$ cat config.mk
export PLATFORM = sky130hd
export DESIGN_NAME = fc_2nd_data_reader
export DESIGN_NICKNAME = d
export VERILOG_FILES = /design/src/rtl/fc_2nd_data_reader.sv
export SDC_FILE = /design/constraint.sdc
export NUM_CORES = 1
export LEC_CHECK = 0
export ABC_AREA = 0
export BUFFER_PORTS_ARGS = -buffer_cell sky130_fd_sc_hd__buf_4
export CAP_MARGIN = 25
export CORE_MARGIN = 5
export CORE_UTILIZATION = 28
export CTS_CLUSTER_SIZE = 14
export DETAILED_ROUTE_END_ITERATION = 16
export PLACE_DENSITY = 0.57
export SYNTH_ARGS = -nofsm -noshare
export SYNTH_HDL_FRONTEND = slang
export SYNTH_SLANG_ARGS = --single-unit
export TNS_END_PERCENT = 100
$ cat constraint.sdc
create_clock -name CLK -period 5.22 [get_ports CLK]
set_clock_uncertainty 0.1 [all_clocks]
set_input_delay 0.522 -clock CLK [delete_from_list [all_inputs] [get_ports CLK]]
set_output_delay 0.522 -clock CLK [all_outputs]
set_load 0.005 [all_outputs]
$ cat src/rtl/fc_2nd_data_reader.sv
// fc_2nd_data_reader
// Read sequencer for the FC2 data RAM. After a start pulse it walks the
// RAM_Depth-entry data vector in 5-lane windows, once per output neuron, and
// presents each window to the FC2 MAC array over a valid/ready handshake.
//
// Ports:
//   CLK, RST            clock, synchronous active-high reset
//   start               one-cycle run request, ignored while busy
//   write_active        RAM writer owns the port this cycle (write has priority)
//   data_in_0..4        RAM data_out lanes (signed)
//   Read_Enable         RAM read strobe (registered)
//   Read_Width          RAM read base address (registered)
//   win_valid/win_ready window handshake
//   win_data_0..4       captured, lane-masked window (registered)
//   win_last            last window of the current neuron pass
//   neuron_idx          neuron the current window belongs to
//   busy                run in progress
//   done                one-cycle pulse after the final window handshake
module fc_2nd_data_reader #(
    parameter int unsigned Bit_width   = 16,
    parameter int unsigned RAM_Depth   = 16,
    parameter int unsigned Num_Neurons = 10
) (
    input  logic                        CLK,
    input  logic                        RST,
    input  logic                        start,
    input  logic                        write_active,
    input  logic signed [Bit_width-1:0] data_in_0,
    input  logic signed [Bit_width-1:0] data_in_1,
    input  logic signed [Bit_width-1:0] data_in_2,
    input  logic signed [Bit_width-1:0] data_in_3,
    input  logic signed [Bit_width-1:0] data_in_4,
    output logic                        Read_Enable,
    output logic [3:0]                  Read_Width,
    output logic                        win_valid,
    input  logic                        win_ready,
    output logic signed [Bit_width-1:0] win_data_0,
    output logic signed [Bit_width-1:0] win_data_1,
    output logic signed [Bit_width-1:0] win_data_2,
    output logic signed [Bit_width-1:0] win_data_3,
    output logic signed [Bit_width-1:0] win_data_4,
    output logic                        win_last,
    output logic [3:0]                  neuron_idx,
    output logic                        busy,
    output logic                        done
);

    localparam int unsigned LANES       = 5;
    localparam int unsigned OFF_W       = 5;
    localparam int unsigned NIDX_W      = 4;
    localparam logic [OFF_W:0]  DEPTH_X = (OFF_W+1)'(RAM_Depth);
    localparam logic [OFF_W:0]  STEP_X  = (OFF_W+1)'(LANES);
    localparam logic [NIDX_W-1:0] LAST_NEURON = NIDX_W'(Num_Neurons - 1);

    typedef enum logic [1:0] {
        S_IDLE,
        S_ISSUE,
        S_VALID,
        S_DONE
    } state_t;

    state_t                      state_q, state_d;
    logic [OFF_W-1:0]            offset_q, offset_d;
    logic [OFF_W:0]              next_off;
    logic                        re_d, valid_d, last_d, busy_d, done_d;
    logic [NIDX_W-1:0]           nidx_d;
    logic signed [Bit_width-1:0] din   [LANES];
    logic signed [Bit_width-1:0] wd_q  [LANES];
    logic signed [Bit_width-1:0] wd_d  [LANES];

    // Lane views for indexed capture
    always_comb begin
        din[0] = data_in_0;
        din[1] = data_in_1;
        din[2] = data_in_2;
        din[3] = data_in_3;
        din[4] = data_in_4;
    end

    assign Read_Width = offset_q[3:0];
    assign win_data_0 = wd_q[0];
    assign win_data_1 = wd_q[1];
    assign win_data_2 = wd_q[2];
    assign win_data_3 = wd_q[3];
    assign win_data_4 = wd_q[4];

    // Next-state and next-output logic
    always_comb begin
        state_d  = state_q;
        offset_d = offset_q;
        re_d     = Read_Enable;
        valid_d  = win_valid;
        last_d   = win_last;
        nidx_d   = neuron_idx;
        busy_d   = busy;
        done_d   = 1'b0;
        for (int unsigned k = 0; k < LANES; k++) begin
            wd_d[k] = wd_q[k];
        end
        // One bit wider than the offset so the end-of-vector compare cannot wrap
        next_off = {1'b0, offset_q} + STEP_X;

        case (state_q)
            S_IDLE: begin
                if (start) begin
                    state_d  = S_ISSUE;
                    offset_d = '0;
                    nidx_d   = '0;
                    busy_d   = 1'b1;
                    re_d     = 1'b1;
                end
            end
            S_ISSUE: begin
                // A concurrent write wins the RAM port, so the read is retried
                if (!write_active) begin
                    state_d = S_VALID;
                    re_d    = 1'b0;
                    valid_d = 1'b1;
                    last_d  = (next_off >= DEPTH_X);
                    for (int unsigned k = 0; k < LANES; k++) begin
                        if (({1'b0, offset_q} + (OFF_W+1)'(k)) >= DEPTH_X) begin
                            wd_d[k] = '0;
                        end else begin
                            wd_d[k] = din[k];
                        end
                    end
                end
            end
            S_VALID: begin
                if (win_ready) begin
                    valid_d = 1'b0;
                    last_d  = 1'b0;
                    if (next_off < DEPTH_X) begin
                        state_d  = S_ISSUE;
                        offset_d = next_off[OFF_W-1:0];
                        re_d     = 1'b1;
                    end else if (neuron_idx < LAST_NEURON) begin
                        state_d  = S_ISSUE;
                        offset_d = '0;
                        nidx_d   = neuron_idx + NIDX_W'(1);
                        re_d     = 1'b1;
                    end else begin
                        state_d = S_DONE;
                        done_d  = 1'b1;
                        busy_d  = 1'b0;
                    end
                end
            end
            S_DONE: begin
                state_d = S_IDLE;
            end
            default: begin
                state_d = S_IDLE;
            end
        endcase
    end

    // State and output registers
    always_ff @(posedge CLK) begin
        if (RST) begin
            state_q     <= S_IDLE;
            offset_q    <= '0;
            Read_Enable <= 1'b0;
            win_valid   <= 1'b0;
            win_last    <= 1'b0;
            neuron_idx  <= '0;
            busy        <= 1'b0;
            done        <= 1'b0;
            for (int unsigned k = 0; k < LANES; k++) begin
                wd_q[k] <= '0;
            end
        end else begin
            state_q     <= state_d;
            offset_q    <= offset_d;
            Read_Enable <= re_d;
            win_valid   <= valid_d;
            win_last    <= last_d;
            neuron_idx  <= nidx_d;
            busy        <= busy_d;
            done        <= done_d;
            for (int unsigned k = 0; k < LANES; k++) begin
                wd_q[k] <= wd_d[k];
            end
        end
    end

endmodule
Yosys cells after proc, flatten, opt, wreduce, memory -nomap -nowiden

Memory sizes are Yosys's and may differ from the RTL's.
Cells that the tools add are included.

Memories kept: 1
Bits in latches: 0
Memory bits (read-only): 0
Register bits: 16
Logic and storage cells: 98
Bits of input ports: 85
Output and inout bits: 93
Memory bits (writable): 80

Memory list:

| memory | words | width | read ports | clocked after memory_dff | write ports | RTL line | source |
|---|---|---|---|---|---|---|---|
| wd_q   | 5     | 16    | 5          | 0                        | 5           | 68       | `logic signed [Bit_width-1:0] wd_q [LANES];` |

Shift operators: 0
Multiply operators: 0
Bitwise operators: 7
Eq/ne operators: 10
Reductions and logical operators: 11
Div/mod/pow operators: 0
Order comparisons: 8
Muxes and demuxes: 47
$add $sub $neg: 6

Operators by type and width:

| kind                                                              | number |
|---|---|
| 2-to-1 mux 16 bit                                                 | 10 |
| 2-to-1 mux 80 bit                                                 | 2 |
| greater-or-equal comparator 6 x 5 -> 1 bit, second input constant | 5 |
| 2-to-1 mux 5 bit                                                  | 4 |
| 2-to-1 mux 4 bit                                                  | 4 |
| 2-to-1 mux 1 bit                                                  | 15 |
| AND reduction 5 bit                                               | 3 |
| adder 5 x 2 -> 6 bit, second input constant                       | 2 |
| adder 5 x 3 -> 6 bit, second input constant                       | 2 |
| != test 2 bit, second input constant                              | 6 |
| 2-to-1 mux 2 bit                                                  | 5 |
| case mux 5 bit (2 select lines)                                   | 1 |
| case mux 2 bit (4 select lines)                                   | 1 |
| case mux 4 bit (2 select lines)                                   | 1 |
| adder 5 x 1 -> 6 bit, second input constant                       | 1 |
| < comparator 6 x 5 -> 1 bit, second input constant                | 1 |
| case mux 1 bit (2 select lines)                                   | 3 |
| AND reduction 3 bit                                               | 2 |
| greater-or-equal comparator 5 bit, second input constant          | 1 |
| OR 1 bit                                                          | 5 |
| adder 4 x 1 -> 4 bit, second input constant                       | 1 |
| equality test 2 bit, second input constant                        | 2 |
| < comparator 4 bit, second input constant                         | 1 |
| AND reduction 4 bit                                               | 1 |
| 8 further kinds                                                   | 10 |

Depth between registers and ports, before layout

Gate-level depths: netlist (run 1).

Depth after elaboration: 6
Gate-level depth with buffers: 8
Mapped depth without buffers: 7

Least setup slack after synthesis (run 1)

Ideal clock, no wire load.

Kind: reg2reg
Start point: register offset_q[1]
End point: register neuron_idx[2]
Period minus slack after synthesis: 1.979 ns
Path buffers: 0
Data required time: 5.050 ns
Slack: 3.241 ns
Cell stages (with the launch flop): 7
Arrival: 1.809 ns
Library setup time: 0.070 ns
Path through: dfxtp_1 > ha_1 > and3b_1 > a211o_4 > o21a_1 > or3_1 > a21boi_1

Longest elaborated chain between the ends: 4

Ends and longest elaborated chain:

| what                          | RTL line | source |
|---|---|---|
| start: declaration            | 63       | `logic [OFF_W-1:0] offset_q, offset_d;` |
| start signal: assignment      | 174      | `offset_q <= offset_d;` |
| adder 5 x 3 -> 6 bit          | 101      | `next_off = {1'b0, offset_q} + STEP_X;` |
| < comparator 6 x 5 -> 1 bit   | 133      | `if (next_off < DEPTH_X) begin` |
| != test 2 bit (no line)       | --       |  |
| AND reduction 5 bit (no line) | --       |  |
| end signal: assignment        | 178      | `neuron_idx <= nidx_d;` |
| end: declaration              | 43       | `output logic [3:0] neuron_idx,` |

No other way between the ends.
A chain may end at the register's enable or synchronous reset.

==> run metrics, run 1 <==
dpl ws=2470 ps; CORE AREA=12,700 sq um; post-synthesis register bit count=96; first-pass GRT wire length=16.1 mm; final worst slack=2950 ps; Synth top cells by count=dfxtp_1, nor2_1, a22oi_1, a21oi_1, clkbuf_1; synthesized instance count=389; Final Max Tran Viols=0; Hold Fails Final Rpt=0; routability congestion estimate=0.701; Worst Reg-to-Reg Cells=5; Remaining Overflow, GRT=0; Cell Rows=41; Total Wirelength=10.6 mm; max_slew headroom=34.6%; Ys Warns=0; wire per inst=14.7 microns; # setup viols final=0; ys async rst share=0%; status=completed; deepest clock path buffer count=2; die width=124 microns; RSZ-0062 raised after global routing=no; HPWL Detailed=7.43 mm; worst-skew pair later-pin latency=340 ps; Total GRT Usage=13.3%; maximum VDD drop=132 uV; ANT nets after route=0; synth top area cells=dfxtp_1, a22oi_1, nor2_1; Post-synth EDFFs=0; sum of negative setup slack=0 ps; dominant cell type by area after synthesis=dfxtp_1; footprint of the multi-input gates=1520 sq um; H-tree depth=3; Min-Delay Path Class=input pin to register; filler instances=1,327; drt pass-1 iters=5; fin crit period=2270 ps; Area growth syn-to-layout=47.4%; drt via density=4.68; worst slew pin tran=981 ps; synth unique cells=40; PortBufs=177; Final #Nets=633; clock root cell=clkbuf_16; Crit Path Max Fanout=53; largest net degree at the start of global routing=97; Lkg Pwr=2.29 nW; worst r2r src=state_q[1]; Hold Startpoint=data_in_1[7]; Initial Util=28.7%; register area=1920 sq um; area share of the largest cell type after synthesis=52.9%; post_cts resized=0; top_reg_cell synth=dfxtp_1; syn_area_per_cell=9.33 sq um; DIE HEIGHT=124 microns; Reg2Reg Capture Point=wd_q[0][13]; final core utilization=42.2%; num ports=178; TritonCTS clock tree=yes; number of global-route vias before repair=3,278; die area=15,300 sq um; most numerous cell in the Yosys netlist=dfxtp_1; Via Count=3,372; register area share after synthesis=52.9%; max cap viols=0; Startpoint Class=register; share of cells above drive strength 1=37.5%; initial DRC count=148; Worst-path clk slew=70 ps; Required @ worst endpoint=5310 ps; TritonCTS Sinks=96; Antenna Diode Count=0; reg2reg setup slack=2950 ps; CTS Buf Count=9; Synth Cell Area=3630 sq um; CTS Hold Bufs=0; Worst Path Arrival=2360 ps; Achievable Freq=0.441 GHz; type of the worst setup path=register to register; antenna violations before repair=0; Mapped Nets=478; hold path endpoint=wd_q[0][23]; critical path capture point type=register; final period utilization=43.5%; Hold Path Depth=3; pwr/cell area=306 nW/um^2; DR DRC count=0; Setup Fix Bufs, Post-CTS=0
==> worst max-delay path, cell delays in order, from the launching register on <==
cell	delay [ps]
dfxtp_1	470
or3b_4	650
buf_4	550
nor3b_1	110
a21oi_1	130
nor2_1	50
==> cells by family (layout without fill, tap and decap cells) <==
logic type	Yosys count	in the layout	synth area share [%]
flops	96	96	52.9
compound gates	111	111	22.6
simple gates	137	137	17.6
mux	1	1	0.310
buf+inv	40	200	5.17
fa+ha+maj	4	4	1.38
==> how the worst max path moves through the flow <==
stage,start,endpoint,slack (ps)
finish,state_q[1],wd_q[0][13],2950
global route,offset_q[1],wd_q[0][63],2670
CTS,offset_q[4],wd_q[0][53],2450
detailed placement,offset_q[4],wd_q[0][63],2470
global placement,offset_q[4],wd_q[0][63],2590
floorplan,offset_q[1],neuron_idx[2],3240
==> registers in the layout (all words and copies together) (netlist names) <==
name	cells
Read_Enable	1
busy	1
done	1
neuron_idx	4
offset_q	5
state_q	2
wd_q	80
win_last	1
win_valid	1
==> cells in the final DEF (no fill, tap or decap), types with 2 or more instances in the layout <==
cell type,n
a211oi_1,2
a211oi_4,2
a21boi_1,2
a21oi_1,26
a22oi_1,64
and3b_1,2
buf_4,178
clkbuf_16,9
clkbuf_8,2
clkinv_2,2
clkinvlp_4,2
dfxtp_1,96
ha_1,4
inv_1,5
nand2_1,9
nand2b_1,2
nand3_1,2
nand3b_1,2
nand4_1,3
nor2_1,88
nor3_1,3
nor3b_1,16
o21a_1,3
o21ai_0,3
or2_2,2
or3_1,3
==> power breakdown <==
| part | switching, W | internal [W] |
|---|---|---|
| clock | 0.000275 | 0.000396 |
| combinational | 0.0000836 | 0.000103 |
| sequential | 0.0000190 | 0.000761 |
| total | 0.000377 | 0.00126 |
==> area by class of cell <==
class	instances	share of cell area (%)
clock buffer	11	4.72
clock inverter	5	1.03
inverter	5	0.351
sequential	96	35.9
multi-input combinational	253	28.5
tap	172	4.02
timing repair buffer	179	25.5
==> per-layer routing <==
metal  global-route usage [%]  wire length, microns  up-vias
met5                        0                     0        -
met4                     4.78                   148        0
met3                     5.31                  1120       10
met2                     22.6                  5170      118
met1                     15.1                  4140     1563
li1                         -                     -     1681
==> per-stage QoR <==
stage | power (W) | cells | area, sq um | hold WS, ps
floorplan | 0.000880 | 389 | 3630 | 353
global placement | 0.000982 | 704 | 5020 | 355
detailed placement | 0.000986 | 704 | 5020 | 364
CTS | 0.00167 | 720 | 5320 | 301
global route | 0.00171 | 721 | 5350 | 307
finish | 0.00164 | 721 | 5350 | 314
No activity file was read; power rests on OpenSTA's default activity.
==> run 2: changes to the inputs <==
--- a/config.mk
+++ b/config.mk
@@ -5,14 +5,14 @@
 export SDC_FILE = /design/constraint.sdc
 export NUM_CORES = 1
 export LEC_CHECK = 0
-export ABC_AREA = 0
+export ABC_AREA = 1
 export BUFFER_PORTS_ARGS = -buffer_cell sky130_fd_sc_hd__buf_4
 export CAP_MARGIN = 25
 export CORE_MARGIN = 5
 export CORE_UTILIZATION = 28
 export CTS_CLUSTER_SIZE = 14
 export DETAILED_ROUTE_END_ITERATION = 16
-export PLACE_DENSITY = 0.57
+export PLACE_DENSITY = 0.56
 export SYNTH_ARGS = -nofsm -noshare
 export SYNTH_HDL_FRONTEND = slang
 export SYNTH_SLANG_ARGS = --single-unit
==> constraint.sdc (replaced) <==
create_clock -name CLK -period 2.3 [get_ports CLK]
set_clock_uncertainty 0.1 [all_clocks]
set_input_delay 0.23 -clock CLK [delete_from_list [all_inputs] [get_ports CLK]]
set_output_delay 0.23 -clock CLK [all_outputs]
set_load 0.005 [all_outputs]
==> run 2 against run 1 <==
Net effect:
- utilization is 0.47 points lower
- via count is 15% higher
- area after synthesis is 8.6% higher
- count of clock-buffer cells in the layout stayed put
- fmax is 25% higher
- total power grew to 2.8 times the previous value
==> run metrics, run 2 <==
Required @ worst endpoint=2470 ps (-2840 ps); Synth top cells by count=nand2_1, dfxtp_1, a21oi_1, o21ai_0, nor2_1; met3 GRT Util=7.02% (+1.7 points); DR DRC count=0 (unchanged); Total Wirelength=12.0 mm (+14%); Startpoint Class=register; ys async rst share=0% (unchanged); slowest stage delay, CP=450 ps (-200 ps); synthesized instance count=488 (+25%); maximum VDD drop=432 uV (+230%); Cell Rows=43 (+4.9%); wire per inst=14.3 microns (-2.5%); Largest register FFs=80 (unchanged); Hold Path Depth=3 (unchanged); Crit Path Max Fanout=16 (-70%); post-synthesis register bit count=96 (unchanged); Antenna Diode Count=0 (unchanged); Worst Reg-to-Reg Cells=7 (+2); drt via density=4.60 (-1.7%); max cap viols=0 (unchanged); register area=1920 sq um (unchanged); synth top area cells=dfxtp_1, a21oi_1, nand2_1; Ys Warns=0 (unchanged); deepest clock path buffer count=2 (unchanged); HPWL Detailed=8.83 mm (+19%); initial DRC count=201 (+36%); routability congestion estimate=0.820 (+17%); largest net degree at the start of global routing=42 (-57%); worst r2r src=offset_q[0]; Mapped Nets=577 (+21%); Lkg Pwr=2.70 nW (+18%); Achievable Freq=0.551 GHz (+25%); Worst Path Arrival=1990 ps (-370 ps); Worst Path Buf+Inv=1 (unchanged); max_slew headroom=51.2% (+17 points); syn_area_per_cell=8.08 sq um (-13%); type of the worst setup path=register to register; RSZ-0062 raised after global routing=no; dominant cell type by area after synthesis=dfxtp_1; PortBufs=177 (unchanged); hold path endpoint=wd_q[0][68]; Via Count=3,866 (+15%); Setup Fix Bufs, Post-CTS=0 (unchanged); DIE HEIGHT=129 microns (+3.9%); post_cts resized=0 (unchanged); most common cell after layout, fill and taps aside=buf_4; TritonCTS Sinks=96 (unchanged); Hold Fails Final Rpt=0 (unchanged); final worst slack=484 ps (-2470 ps); CP max-delay cell=dfxtp_1; CP delay by family, top=compound AO/OA/AOI/OAI gates; ANT nets after route=0 (unchanged); commonest non-fill, non-tap cells in the layout=buf_4, nand2_1, dfxtp_1; met2 Use GR=23.8% (+1.2 points); die area=16,600 sq um (+7.9%); Synth Cell Area=3940 sq um (+8.6%); synth unique cells=33 (-18%); filler instances=1,415 (+6.6%); cells along the critical path=inv_1, ha_1, nor2_1, nand3_1, o21ai_2, nand2_1, a21oi_1; share of cells above drive strength 1=36.3% (-1.2 points); first-pass GRT wire length=19.5 mm (+21%); Most flops, register=wd_q; CP Depth=7 (+2); drt pass-1 iters=5 (unchanged); Area growth syn-to-layout=46.5%; antenna violations before repair=0 (unchanged); Hold Startpoint=data_in_4[4]; Final Max Tran Viols=0 (unchanged); fin crit period=1820 ps (-453 ps); num ports=178 (unchanged); Remaining Overflow, GRT=0 (unchanged); critical path capture point type=register; sum of negative setup slack=0 ps (unchanged); pwr/cell area=781 nW/um^2 (+160%); met1 GRT Util=16.9% (+1.8 points); Final #Nets=745 (+18%); footprint of the multi-input gates=1720 sq um (+13%); TritonCTS clock tree=yes; worst slew pin tran=727 ps (-254 ps); top flop regs=wd_q: 80 flops, offset_q: 5 flops, neuron_idx: 4 flops; CORE AREA=13,800 sq um (+9.1%); Initial Util=28.5% (-0.14 points); reg2reg setup slack=480 ps (-2470 ps); number of global-route vias before repair=4,016 (+23%); # setup viols final=0 (unchanged); register area share after synthesis=48.7% (-4.2 points); GRT Max-Usage Layer=met2; Reg2Reg Capture Point=wd_q[0][62]; Min-Delay Path Class=input pin to register; worst-skew pair later-pin latency=340 ps (about the same); dpl ws=505 ps (-1960 ps); CTS Buf Count=9 (unchanged); final period utilization=78.9% (+35 points); clock root cell=clkbuf_16; die width=129 microns (+3.9%); most numerous cell in the Yosys netlist=nand2_1; Post-synth EDFFs=0 (unchanged); Total GRT Usage=14.6% (+1.3 points); top_reg_cell synth=dfxtp_1; CTS Hold Bufs=8 (+8); area share of the largest cell type after synthesis=48.7% (-4.2 points); H-tree depth=3 (unchanged); status=completed; Worst-path clk slew=60 ps (about the same)
==> run 2: cell count changes after synthesis, sizes merged, moves of 16 or more <==
cell   before  now
a22oi      64   16
nand2       9  106
nand3       2   28
a21oi      27   76
o21ai       4   51
inv         5   25
nor2       89   41
nor3b      16    0
==> run 2: layout make-up <==
cell class | count | share of cell area, %
sequential | 96 | 33.3
multi-input combinational | 330 | 29.7
timing repair buffer | 192 | 26.2
clock buffer | 11 | 4.20
tap | 180 | 3.90
inverter | 27 | 1.76
clock inverter | 5 | 0.975
==> run 2: where the power goes <==
part | total, W | internal (W) | switching [W] | leakage (nW)
Clock | 0.00151 | 0.000871 | 0.000642 | 0.145
Sequential | 0.00197 | 0.00184 | 0.000123 | 0.783
Combinational | 0.00103 | 0.000517 | 0.000518 | 1.77
==> run 2: worst max path at each step <==
stage | start | to | slack (ps)
finish | offset_q[0] | wd_q[0][62] | 480
global route | offset_q[0] | wd_q[0][18] | 300
CTS | state_q[0] | wd_q[0][51] | 480
detailed placement | offset_q[4] | wd_q[0][28] | 510
global placement | state_q[0] | wd_q[0][52] | 590
floorplan | offset_q[0] | neuron_idx[1] | 750
==> run 2: cells by family (layout without fill, tap and decap cells) <==
kind of cell               Yosys count  in the layout  synth area share (%)
adders and majority gates            4              4                  1.27
buffers and inverters               62            235                  7.74
xor gates and xnor gates             2              2                 0.444
AOI/OAI and AO/OA                  145            145                  21.0
DFF                                 96             96                  48.7
and+or+nand+nor                    179            179                  20.8
==> run 2: tightest hold or removal path: cells and delay by family <==
family | cells | cell delay (ps)
compound gates | 1 | 50
buf+inv | 1 | 80
simple gates | 1 | 60
==> run 2: through the flow <==
step	instances	area [sq um]	hold slack, ps	util, %	total power, W
2_1_floorplan	488	3940	264	-	0.00254
3_3_place_gp	817	5400	355	39.0	0.00302
3_5_place_dp	817	5400	357	39.0	0.00304
4_1_cts	841	5770	0.647	41.8	0.00459
5_1_grt	841	5770	7.91	41.8	0.00481
6_report	841	5770	18.5	41.8	0.00451
==> run 2: per-layer routing <==
metal  routed length [microns]  vias up
met2                      5730      133
met3                      1210       13
li1                          -     1951
met4                       178        0
met1                      4900     1769
met5                         0        -
